**config.mk**
```make
export PLATFORM = sky130hd
export DESIGN_NAME = spi_16bit_slave_rx
export DESIGN_NICKNAME = d
export VERILOG_FILES = /design/src/rtl/spi_pkg.sv /design/src/rtl/spi_sync_edge.sv /design/src/rtl/spi_16bit_slave_rx.sv
export SDC_FILE = /design/constraint.sdc
export NUM_CORES = 1
export LEC_CHECK = 0
export BUFFER_PORTS_ARGS = -buffer_cell sky130_fd_sc_hd__buf_2
export CORE_UTILIZATION = 45
export CTS_CLUSTER_SIZE = 16
export DETAILED_ROUTE_END_ITERATION = 7
export SYNTH_ARGS = -nofsm -noshare
export SYNTH_HDL_FRONTEND = slang
export SYNTH_SLANG_ARGS = --single-unit
```
**constraint.sdc**
```tcl
create_clock -name clk_i -period 4.7 [get_ports clk_i]
set_clock_uncertainty 0.1 [all_clocks]
set_input_delay 0.235 -clock clk_i [delete_from_list [all_inputs] [get_ports clk_i]]
set_output_delay 0.235 -clock clk_i [all_outputs]
set_load 0.03 [all_outputs]
```
**src/rtl/spi_pkg.sv**
```systemverilog
// Shared SPI definitions used by the 16-bit controller and the peripheral-side receiver.
//   SPI_WORD_W  : frame length in bits shared by both ends of the link
//   spi_state_e : receiver frame FSM states
package spi_pkg;

  localparam int unsigned SPI_WORD_W = 16;

  typedef enum logic [1:0] {
    DISARMED,
    IDLE,
    ACTIVE
  } spi_state_e;

endpackage

```
**src/rtl/spi_sync_edge.sv**
```systemverilog
// Multi-stage synchronizer with registered edge detection for one asynchronous pin.
//   clk_i : system clock
//   rst_i : synchronous active-high reset (all stages clear to 0)
//   d     : asynchronous input pin
//   q     : SYNC_STAGES-delayed copy of d
//   rise  : 1-cycle pulse, registered one stage after q goes 0->1
//   fall  : 1-cycle pulse, registered one stage after q goes 1->0
module spi_sync_edge #(
  parameter int unsigned SYNC_STAGES = 2  // legal range 2..4
) (
  input  logic clk_i,
  input  logic rst_i,
  input  logic d,
  output logic q,
  output logic rise,
  output logic fall
);

  logic [SYNC_STAGES-1:0] sync_q, sync_d;
  logic                   prev_q, prev_d;
  logic                   rise_q, rise_d;
  logic                   fall_q, fall_d;

  always_comb begin
    sync_d = {sync_q[SYNC_STAGES-2:0], d};
    prev_d = sync_q[SYNC_STAGES-1];
    rise_d = sync_q[SYNC_STAGES-1] & ~prev_q;
    fall_d = ~sync_q[SYNC_STAGES-1] & prev_q;
  end

  always_ff @(posedge clk_i) begin
    if (rst_i) begin
      sync_q <= '0;
      prev_q <= 1'b0;
      rise_q <= 1'b0;
      fall_q <= 1'b0;
    end else begin
      sync_q <= sync_d;
      prev_q <= prev_d;
      rise_q <= rise_d;
      fall_q <= fall_d;
    end
  end

  assign q    = sync_q[SYNC_STAGES-1];
  assign rise = rise_q;
  assign fall = fall_q;

endmodule

```
**src/rtl/spi_16bit_slave_rx.sv**
```systemverilog
// SPI peripheral-side receive endpoint (mode 0, MSB first), oversampled on clk_i.
//   clk_i     : system clock, must run >= 4x spi_sclk
//   rst_i     : synchronous active-high reset
//   spi_sclk  : SPI clock from the controller (async, idles low)
//   spi_mosi  : serial data in, MSB first (async)
//   spi_cs    : chip select, active low (async)
//   spi_miso  : serial data out, MSB first; 0 outside a frame
//   tx_data   : word returned in the next frame
//   tx_load   : 1-cycle strobe capturing tx_data into the holding register
//   rx_data   : last good received word
//   rx_valid  : 1-cycle strobe, rx_data just updated
//   frame_err : 1-cycle strobe, a frame closed with a bad bit count
//   busy      : frame in progress
module spi_16bit_slave_rx
  import spi_pkg::*;
#(
  parameter int unsigned DATA_W      = SPI_WORD_W,
  parameter int unsigned SYNC_STAGES = 2,
  parameter int unsigned STRICT_LEN  = 0
) (
  input  logic              clk_i,
  input  logic              rst_i,
  input  logic              spi_sclk,
  input  logic              spi_mosi,
  input  logic              spi_cs,
  output logic              spi_miso,
  input  logic [DATA_W-1:0] tx_data,
  input  logic              tx_load,
  output logic [DATA_W-1:0] rx_data,
  output logic              rx_valid,
  output logic              frame_err,
  output logic              busy
);

  localparam int unsigned       CntW    = $clog2(DATA_W + 2);
  localparam logic [CntW-1:0]   CntFull = CntW'(DATA_W);
  localparam logic [CntW-1:0]   CntSat  = CntW'(DATA_W + 1);

  // Pin conditioning
  logic sclk_s, sclk_rise, sclk_fall;
  logic cs_s, cs_rise, cs_fall;
  logic mosi_s;
  logic [SYNC_STAGES-1:0] mosi_sync_q, mosi_sync_d;

  spi_sync_edge #(
    .SYNC_STAGES(SYNC_STAGES)
  ) u_sync_sclk (
    .clk_i(clk_i),
    .rst_i(rst_i),
    .d    (spi_sclk),
    .q    (sclk_s),
    .rise (sclk_rise),
    .fall (sclk_fall)
  );

  spi_sync_edge #(
    .SYNC_STAGES(SYNC_STAGES)
  ) u_sync_cs (
    .clk_i(clk_i),
    .rst_i(rst_i),
    .d    (spi_cs),
    .q    (cs_s),
    .rise (cs_rise),
    .fall (cs_fall)
  );

  // Only the edge pulses of sclk are consumed; the level is kept for debug visibility.
  logic unused_sclk_s;
  assign unused_sclk_s = sclk_s;

  assign mosi_sync_d = {mosi_sync_q[SYNC_STAGES-2:0], spi_mosi};
  assign mosi_s      = mosi_sync_q[SYNC_STAGES-1];

  // State
  spi_state_e        state_q, state_d;
  logic [CntW-1:0]   bit_cnt_q, bit_cnt_d;
  logic [DATA_W-1:0] rx_shift_q, rx_shift_d;
  logic [DATA_W-1:0] tx_shift_q, tx_shift_d;
  logic [DATA_W-1:0] tx_hold_q, tx_hold_d;
  logic [DATA_W-1:0] rx_data_q, rx_data_d;
  logic              miso_q, miso_d;
  logic              rx_valid_q, rx_valid_d;
  logic              frame_err_q, frame_err_d;

  // Count and shift after this cycle's sclk rise, so a rise coinciding with
  // cs_rise is included before the frame is judged.
  logic [CntW-1:0]   cnt_after;
  logic [DATA_W-1:0] shift_after;

  always_ff @(posedge clk_i) begin
    if (rst_i) begin
      state_q     <= DISARMED;
      bit_cnt_q   <= '0;
      rx_shift_q  <= '0;
      tx_shift_q  <= '0;
      tx_hold_q   <= '0;
      rx_data_q   <= '0;
      miso_q      <= 1'b0;
      rx_valid_q  <= 1'b0;
      frame_err_q <= 1'b0;
      mosi_sync_q <= '0;
    end else begin
      state_q     <= state_d;
      bit_cnt_q   <= bit_cnt_d;
      rx_shift_q  <= rx_shift_d;
      tx_shift_q  <= tx_shift_d;
      tx_hold_q   <= tx_hold_d;
      rx_data_q   <= rx_data_d;
      miso_q      <= miso_d;
      rx_valid_q  <= rx_valid_d;
      frame_err_q <= frame_err_d;
      mosi_sync_q <= mosi_sync_d;
    end
  end

  // Next-state logic. DISARMED waits for a deasserted cs so a frame already
  // running when reset releases is never captured.
  always_comb begin
    state_d = state_q;
    unique case (state_q)
      DISARMED: if (cs_s)    state_d = IDLE;
      IDLE:     if (cs_fall) state_d = ACTIVE;
      ACTIVE:   if (cs_rise) state_d = IDLE;
      default:               state_d = DISARMED;
    endcase
  end

  // Datapath and strobes
  always_comb begin
    cnt_after   = bit_cnt_q;
    shift_after = rx_shift_q;
    if (sclk_rise) begin
      if (bit_cnt_q < CntFull) begin
        shift_after = {rx_shift_q[DATA_W-2:0], mosi_s};
        cnt_after   = bit_cnt_q + CntW'(1);
      end else begin
        cnt_after   = CntSat;
      end
    end

    bit_cnt_d   = bit_cnt_q;
    rx_shift_d  = rx_shift_q;
    tx_shift_d  = tx_shift_q;
    rx_data_d   = rx_data_q;
    miso_d      = 1'b0;
    rx_valid_d  = 1'b0;
    frame_err_d = 1'b0;
    // A load coinciding with cs_fall feeds the new word straight into the frame.
    tx_hold_d   = tx_load ? tx_data : tx_hold_q;

    unique case (state_q)
      IDLE: begin
        if (cs_fall) begin
          bit_cnt_d  = '0;
          tx_shift_d = tx_hold_d;
          miso_d     = tx_hold_d[DATA_W-1];
        end
      end
      ACTIVE: begin
        bit_cnt_d  = cnt_after;
        rx_shift_d = shift_after;
        miso_d     = miso_q;
        // The first MSB is already on the pin; shift only between bits.
        if (sclk_fall && (bit_cnt_q != '0) && (bit_cnt_q < CntFull)) begin
          tx_shift_d = {tx_shift_q[DATA_W-2:0], 1'b0};
          miso_d     = tx_shift_q[DATA_W-2];
        end
        if (cs_rise) begin
          miso_d = 1'b0;
          if ((cnt_after == CntFull) || ((cnt_after > CntFull) && (STRICT_LEN == 0))) begin
            rx_data_d  = shift_after;
            rx_valid_d = 1'b1;
          end else begin
            frame_err_d = 1'b1;
          end
        end
      end
      default: ;
    endcase
  end

  // Outputs
  always_comb begin
    spi_miso  = miso_q;
    rx_data   = rx_data_q;
    rx_valid  = rx_valid_q;
    frame_err = frame_err_q;
    busy      = (state_q == ACTIVE);
  end

endmodule

```
# Word-level counts from Yosys, hierarchy flattened
# Index checks and enable logic that the tools add are counted.
[totals] elab_cells=70 regBits=85 in_bits=22 output_inout_bits=20
[classes] mux=20 n_bitwise=10 n_reduce_logical=11 eq_ne=8 n_addsub=1 magnitude_cmp=2
[ops] cell="16-bit two-way mux" n=3
[ops] cell="15-bit two-way mux" n=2
[ops] cell="15-bit case mux with 2 select lines" n=1
[ops] cell="5-bit two-way mux" n=3
[ops] cell="5-bit case mux with 2 select lines" n=1
[ops] cell="3-bit AND reduction" n=3
[ops] cell="2-bit by 1-bit inequality test with 1-bit output, second input constant" n=4
[ops] cell="2-bit two-way mux" n=3
[ops] cell="1-bit inverter" n=6
[ops] cell="2-bit case mux with 3 select lines" n=1
[ops] cell="5-bit by 1-bit adder with 5-bit output, second input constant" n=1
[ops] cell="5-bit equality test, second input constant" n=1
[ops] cell="5-bit > comparator, second input constant" n=1
[ops] cell="5-bit less-than comparator, second input constant" n=1
[ops] cell="1-bit two-way mux" n=5
[ops] cell="5-bit nonzero test" n=1
[ops] cell="1-bit bitwise AND" n=4
[ops] cell="3-bit by 1-bit inequality test with 1-bit output, second input constant" n=1
[ops] cell="3-bit OR reduction" n=1
[ops] cell="2-bit by 1-bit equality test with 1-bit output, second input constant" n=1
[ops] cell="2-bit equality test, second input constant" n=1
[ops] cell="1-bit logical AND" n=2
[ops] cell="2-bit logical NOT" n=1
[ops] cell="1-bit case mux with 2 select lines" n=1
[ops] cell="other kinds (3)" n=3

# Depth between registers and ports, before layout
[logic_depth] word_depth=6 mapped_depth=9 depth_no_buf=6

# Modules after synthesis
# Synthesis repeated with hierarchy kept, for this count alone.
[hier_totals] hier_cells=394 hier_area_um2=3470.8
[modules_own_cells] mod="spi_16bit_slave_rx" seq_area_each_um2=1501.4 area_each_um2=3203.1 cells_each=374 n_inst=1
[modules_own_cells] mod="spi_sync_edge" seq_area_each_um2=100.1 area_each_um2=133.9 cells_each=10 n_inst=2

# Least setup slack after synthesis
# No wires, ideal clock.
[synth_timing] path_type="reg-to-reg" from="reg state_q[0]" to="reg tx_shift_q[10]" arrival_ns=1.929 slack_ns=2.544 path_buffers=2 t_required_ns=4.472 path_stages_with_launch=9 setup_ns=0.128 period_less_slack_ns=2.156 cell_sequence="dfxtp_1 -> inv_1 -> ha_1 -> buf_2 -> and4bb_4 -> a211oi_4 -> buf_8 -> mux2i_1 -> nor2_1"
[synth_via] elab_chain_cells=3 elab_cells_between_ends=7 classes_between="eq/ne (4); mux (1); reduce/logical (2)"
[synth_rtl] element="start, declared" line_no="spi_16bit_slave_rx.sv:75" text="spi_state_e state_q, state_d;"
[synth_rtl] element="start signal, assigned" line_no="spi_16bit_slave_rx.sv:103" text="state_q <= state_d;"
[synth_rtl] element="2-bit equality test (*)"
[synth_rtl] element="named net busy" line_no="spi_16bit_slave_rx.sv:32" text="output logic busy"
[synth_rtl] element="2-bit by 1-bit inequality test with 1-bit output (no source line) / 2-bit nonzero test (equally long branches)"
[synth_rtl] element="3-bit AND reduction (no source line)"
[synth_rtl] element="end signal, assigned" line_no="spi_16bit_slave_rx.sv:106" text="tx_shift_q <= tx_shift_d;"
[synth_rtl] element="end, declared" line_no="spi_16bit_slave_rx.sv:78" text="logic [DATA_W-1:0] tx_shift_q, tx_shift_d;"
# The timed path passes the listed nets; every way through them passes the cells marked *.
# A chain may end at the register's enable or synchronous reset.

# Worst setup path after layout
[layout_timing] from="reg state_q[0]" to="reg tx_shift_q[11]"
[layout_via] elab_chain_cells=3 elab_cells_between_ends=7 classes_between="eq/ne (4); mux (1); reduce/logical (2)"
[layout_rtl] element="2-bit equality test / 2-bit by 1-bit equality test with 1-bit output (equally long branches)" line_no="spi_16bit_slave_rx.sv:151" text="unique case (state_q)"
[layout_rtl] element="2-bit by 1-bit inequality test with 1-bit output (no source line) / 2-bit nonzero test (equally long branches)"
[layout_rtl] element="3-bit AND reduction (no source line)"
# Several ways; a longest one is shown, not always the timed one.

==> parameters.txt <==
Parameter                              Value

Finish
  Most common library cell in the layout ignoring fill and taps ... dfxtp_1
  Area used by multi-input combinational logic ... 1580 sq um
  Filler cell count ... 713
  Sequential Area ... 1700 sq um
  Number of nets at the end of the flow ... 450
  Area growth syn-to-layout ... 12.2%
  Core occupancy in the finished layout ... 52.7%
  Fraction of final layout cells sized beyond drive strength 1 ... 14.1%
  Most frequent cells in the layout ... dfxtp_1, nand2_1, nor2_1
  Antenna fix cells ... 0

Die
  Floorplan die area ... 8000 sq um
  Effective utilization at floorplan ... 46.9%
  Cell Rows ... 31
  Placeable core region ... 7330 sq um
  Die width ... 89.4 um
  Die Ht ... 89.4 um
  IO Count ... 42

Synthesis
  Yosys synthesis warning count ... 0
  Compound-gate portion of the synthesized area ... 13.4%
  Post-Synth XOR/XNOR Area ... 0%
  Adder and majority cell fraction of the synthesized area ... 2.18%
  Number of distinct standard cells referenced by the synthesized netlist ... 35
  Top_reg_cell synth ... dfxtp_1
  Mux cell area share after synthesis ... 9.89%
  Largest area contributor in the synthesized netlist ... dfxtp_1
  EDFF count, synth ... 0
  Register bit count reported by yosys ... 85
  Simple-gate portion of the synthesized area ... 20.6%
  Netlist area before placement ... 3440 sq um
  Largest family of logic cells by synthesized area ... simple AND/OR/NAND/NOR gates
  Post-synth ARST share ... 0%
  Post-synthesis sequential area ratio ... 49.5%
  Portion of synthesized cell area occupied by the leading cell type ... 49.5%
  Mean post-synth cell area ... 8.73 sq um
  Number of nets in the synthesized netlist ... 422
  Cell count after synthesis ... 394
  Top post-synthesis cells by area ... dfxtp_1, mux2i_1, nand2_1

Critical path
  Highest net fanout along the worst path ... 27
  End of the worst register-to-register path ... tx_shift_q[11]$_SDFFE_PP0P_
  R2R Setup Slk ... 1.94 ns
  Critical path startpoint ... state_q[0]$_SDFFE_PP0P_
  Worst endpoint required time ... 4.82 ns
  R2R Path Start ... state_q[0]$_SDFFE_PP0P_
  Capturing element of the worst setup path ... tx_shift_q[11]$_SDFFE_PP0P_
  Type of element launching the critical path ... flip-flop
  Element type at the critical path end ... flip-flop
  Arrival time of data at the critical path endpoint ... 2.88 ns
  Worst setup path class ... reg -> reg
  Number of cells traversed by the worst register-to-register path ... 6

Pwr
  Sw Pwr ... 0.365 mW
  Sequential share of power ... 53.2%
  Power density over the cells ... 368 nW/um^2
  Total power ... 1.42 mW
  Cell internal pwr ... 1.05 mW
  Worst-case vdd ir drop ... 174 uV
  Share of total power in combinational logic ... 12.2%
  Static leakage ... 1.41 nW
  Clock network power share ... 34.6%
  Fraction of power spent switching nets ... 25.7%

CTS
  Clock transition at path regs ... 0.09 ns
  Number of sinks driven by the clock tree ... 85
  Number of clock buffers inserted by TritonCTS ... 9
  Clock network latency to the later pin of the worst-skew pair ... 0.35 ns
  CTS tree ... built
  Number of buffers inserted to repair setup after CTS ... 0
  Clk root buf ... clkbuf_8
  Max H-tree Level ... 3
  Buffer levels on the longest clock path ... 2

Timing
  Remaining max-slew budget at the tightest pin ... 38.4%
  Final total negative setup slack ... 0 ns
  Max-slew violation count ... 0
  Transition at the pin with the smallest max-transition slack ... 0.921 ns
  Final setup violating endpoints ... 0
  Setup repair after global routing missed its margin ... no
  Portion of the clock cycle consumed by the worst path in the final layout ... 58.7%
  Final period demand of the worst path ... 2.76 ns
  Count of endpoints failing hold in the final timing report ... 0
  Fmax ... 362 MHz

Flow run
  MaxCap Viol Count ... 0

Global route
  First-pass GRT wire length ... 10700 um
  Number of antenna violations at the first check in global routing ... 0
  Total overflow reported by the global router ... 0
  Vias in the first global route ... 2286
  Pin count of the biggest net entering global routing ... 49
  All-Layer GR Usage ... 17.3%

Detailed routing
  WL final ... 6410 um
  Antenna-violating nets left ... 0
  Detail-routed net length per standard cell ... 12.2 um
  TritonRoute pass-1 iters ... 4
  Via count ... 2667
  Number of DRC violations after detailed-routing iteration 0 ... 127
  Vias per inst ... 5.08
  DRC violation count after routing ... 0

Place
  RD Place Congestion ... 0.749
  Post-DP HPWL ... 4180 um
  Port buffer count ... 41

Outcome
  Result of the run ... finished, final reports clean

Worst hold path
  Class of the tightest hold or removal check ... in -> reg
==> worst min-delay path by stage <==
stage / cells after the start / from / to / slack (ns)
detailed placement: 1 / u_sync_cs.prev_q$_SDFF_PP0_ / u_sync_cs.rise$_SDFF_PP0_ / 0.30
floorplan: 1 / spi_mosi / mosi_sync_q[0]$_SDFF_PP0_ / 0.26
CTS: 2 / spi_cs / u_sync_cs.sync_q[0]$_SDFF_PP0_ / 0.00002
finish: 2 / spi_cs / u_sync_cs.sync_q[0]$_SDFF_PP0_ / 0.01
global placement: 1 / u_sync_cs.prev_q$_SDFF_PP0_ / u_sync_cs.rise$_SDFF_PP0_ / 0.29
global route: 2 / spi_cs / u_sync_cs.sync_q[0]$_SDFF_PP0_ / 0.009
==> synth_stat cells (2+ instances only) <==
cell type  number
nand2_1        82
nand2b_1        5
clkbuf_1       18
ha_1            6
a211oi_1        2
nor2_1         55
nor2b_1        10
nor4_1          3
mux2i_1        34
inv_1           6
nor3b_1         2
dfxtp_1        85
buf_2          10
o21ai_0        16
a21oi_1        24
a311oi_1       17
==> final cells by class <==
| cell class | instances | area share, % |
|---|---|---|
| well taps | 99 | 3.21 |
| clock buffers | 11 | 3.40 |
| multi-input cells | 274 | 41.0 |
| clock inverters | 4 | 1.30 |
| flip-flops and latches | 85 | 44.1 |
| repair buffers | 46 | 6.42 |
| inverters | 6 | 0.583 |
==> cells by family after synthesis <==
kind of cell / Yosys count
AO/OA/AOI/OAI: 69
adder cells (fa/ha/maj): 6
buffers and inverters: 35
flip-flops: 85
multiplexers: 34
AND/OR/NAND/NOR: 165
==> timing repair <==
item | in CTS | in global routing
hold buffers | 2 | 0
endpoints found under the setup margin | 0 | 0
gates resized for setup | 0 | 0
endpoints found under the hold margin | 2 | 0
==> state kept, by name (all words and copies together) (netlist names), 2 cells and up <==
register / count
u_sync_sclk.sync_q: 2
state_q: 2
bit_cnt_q: 5
rx_shift_q: 16
u_sync_cs.sync_q: 2
mosi_sync_q: 2
rx_data: 16
tx_hold_q: 16
tx_shift_q: 15
==> metal layers <==
metal | GRT usage [%] | part of all wire [%]
met1 | 23.8 | 53
met2 | 26.0 | 43
met3 | 4.99 | 3.2
met4 | 6.06 | 1.1
met5 | 0 | 0
==> critical path, stage by stage (launching register included) <==
cell and delay [ns]:
dfxtp_1 0.34, inv_1 0.09, ha_1 0.69, mux2i_1 0.30
a211oi_4 0.79, mux2i_1 0.27, nor2_1 0.05
==> power groups by stage <==
stage / logic, mW / clock network, mW / registers (mW)
after floorplan: 0.142 / 0 / 0.769
after global placement: 0.172 / 0 / 0.771
after detailed placement: 0.175 / 0 / 0.772
after CTS: 0.177 / 0.510 / 0.755
after global routing: 0.192 / 0.539 / 0.758
final: 0.174 / 0.491 / 0.755
==> per-stage QoR <==
step                      hold slack (ns)  instances  area [sq um]  worst slack (ns)
after floorplan                     0.263        394          3440              2.54
after global placement              0.291        508          3660              2.01
after detailed placement            0.298        508          3660              1.93
after CTS                       0.0000187        525          3860              1.89
after global routing              0.00914        525          3860              1.65
final                              0.0137        525          3860              1.94
(Power assumes the default switching activity.)
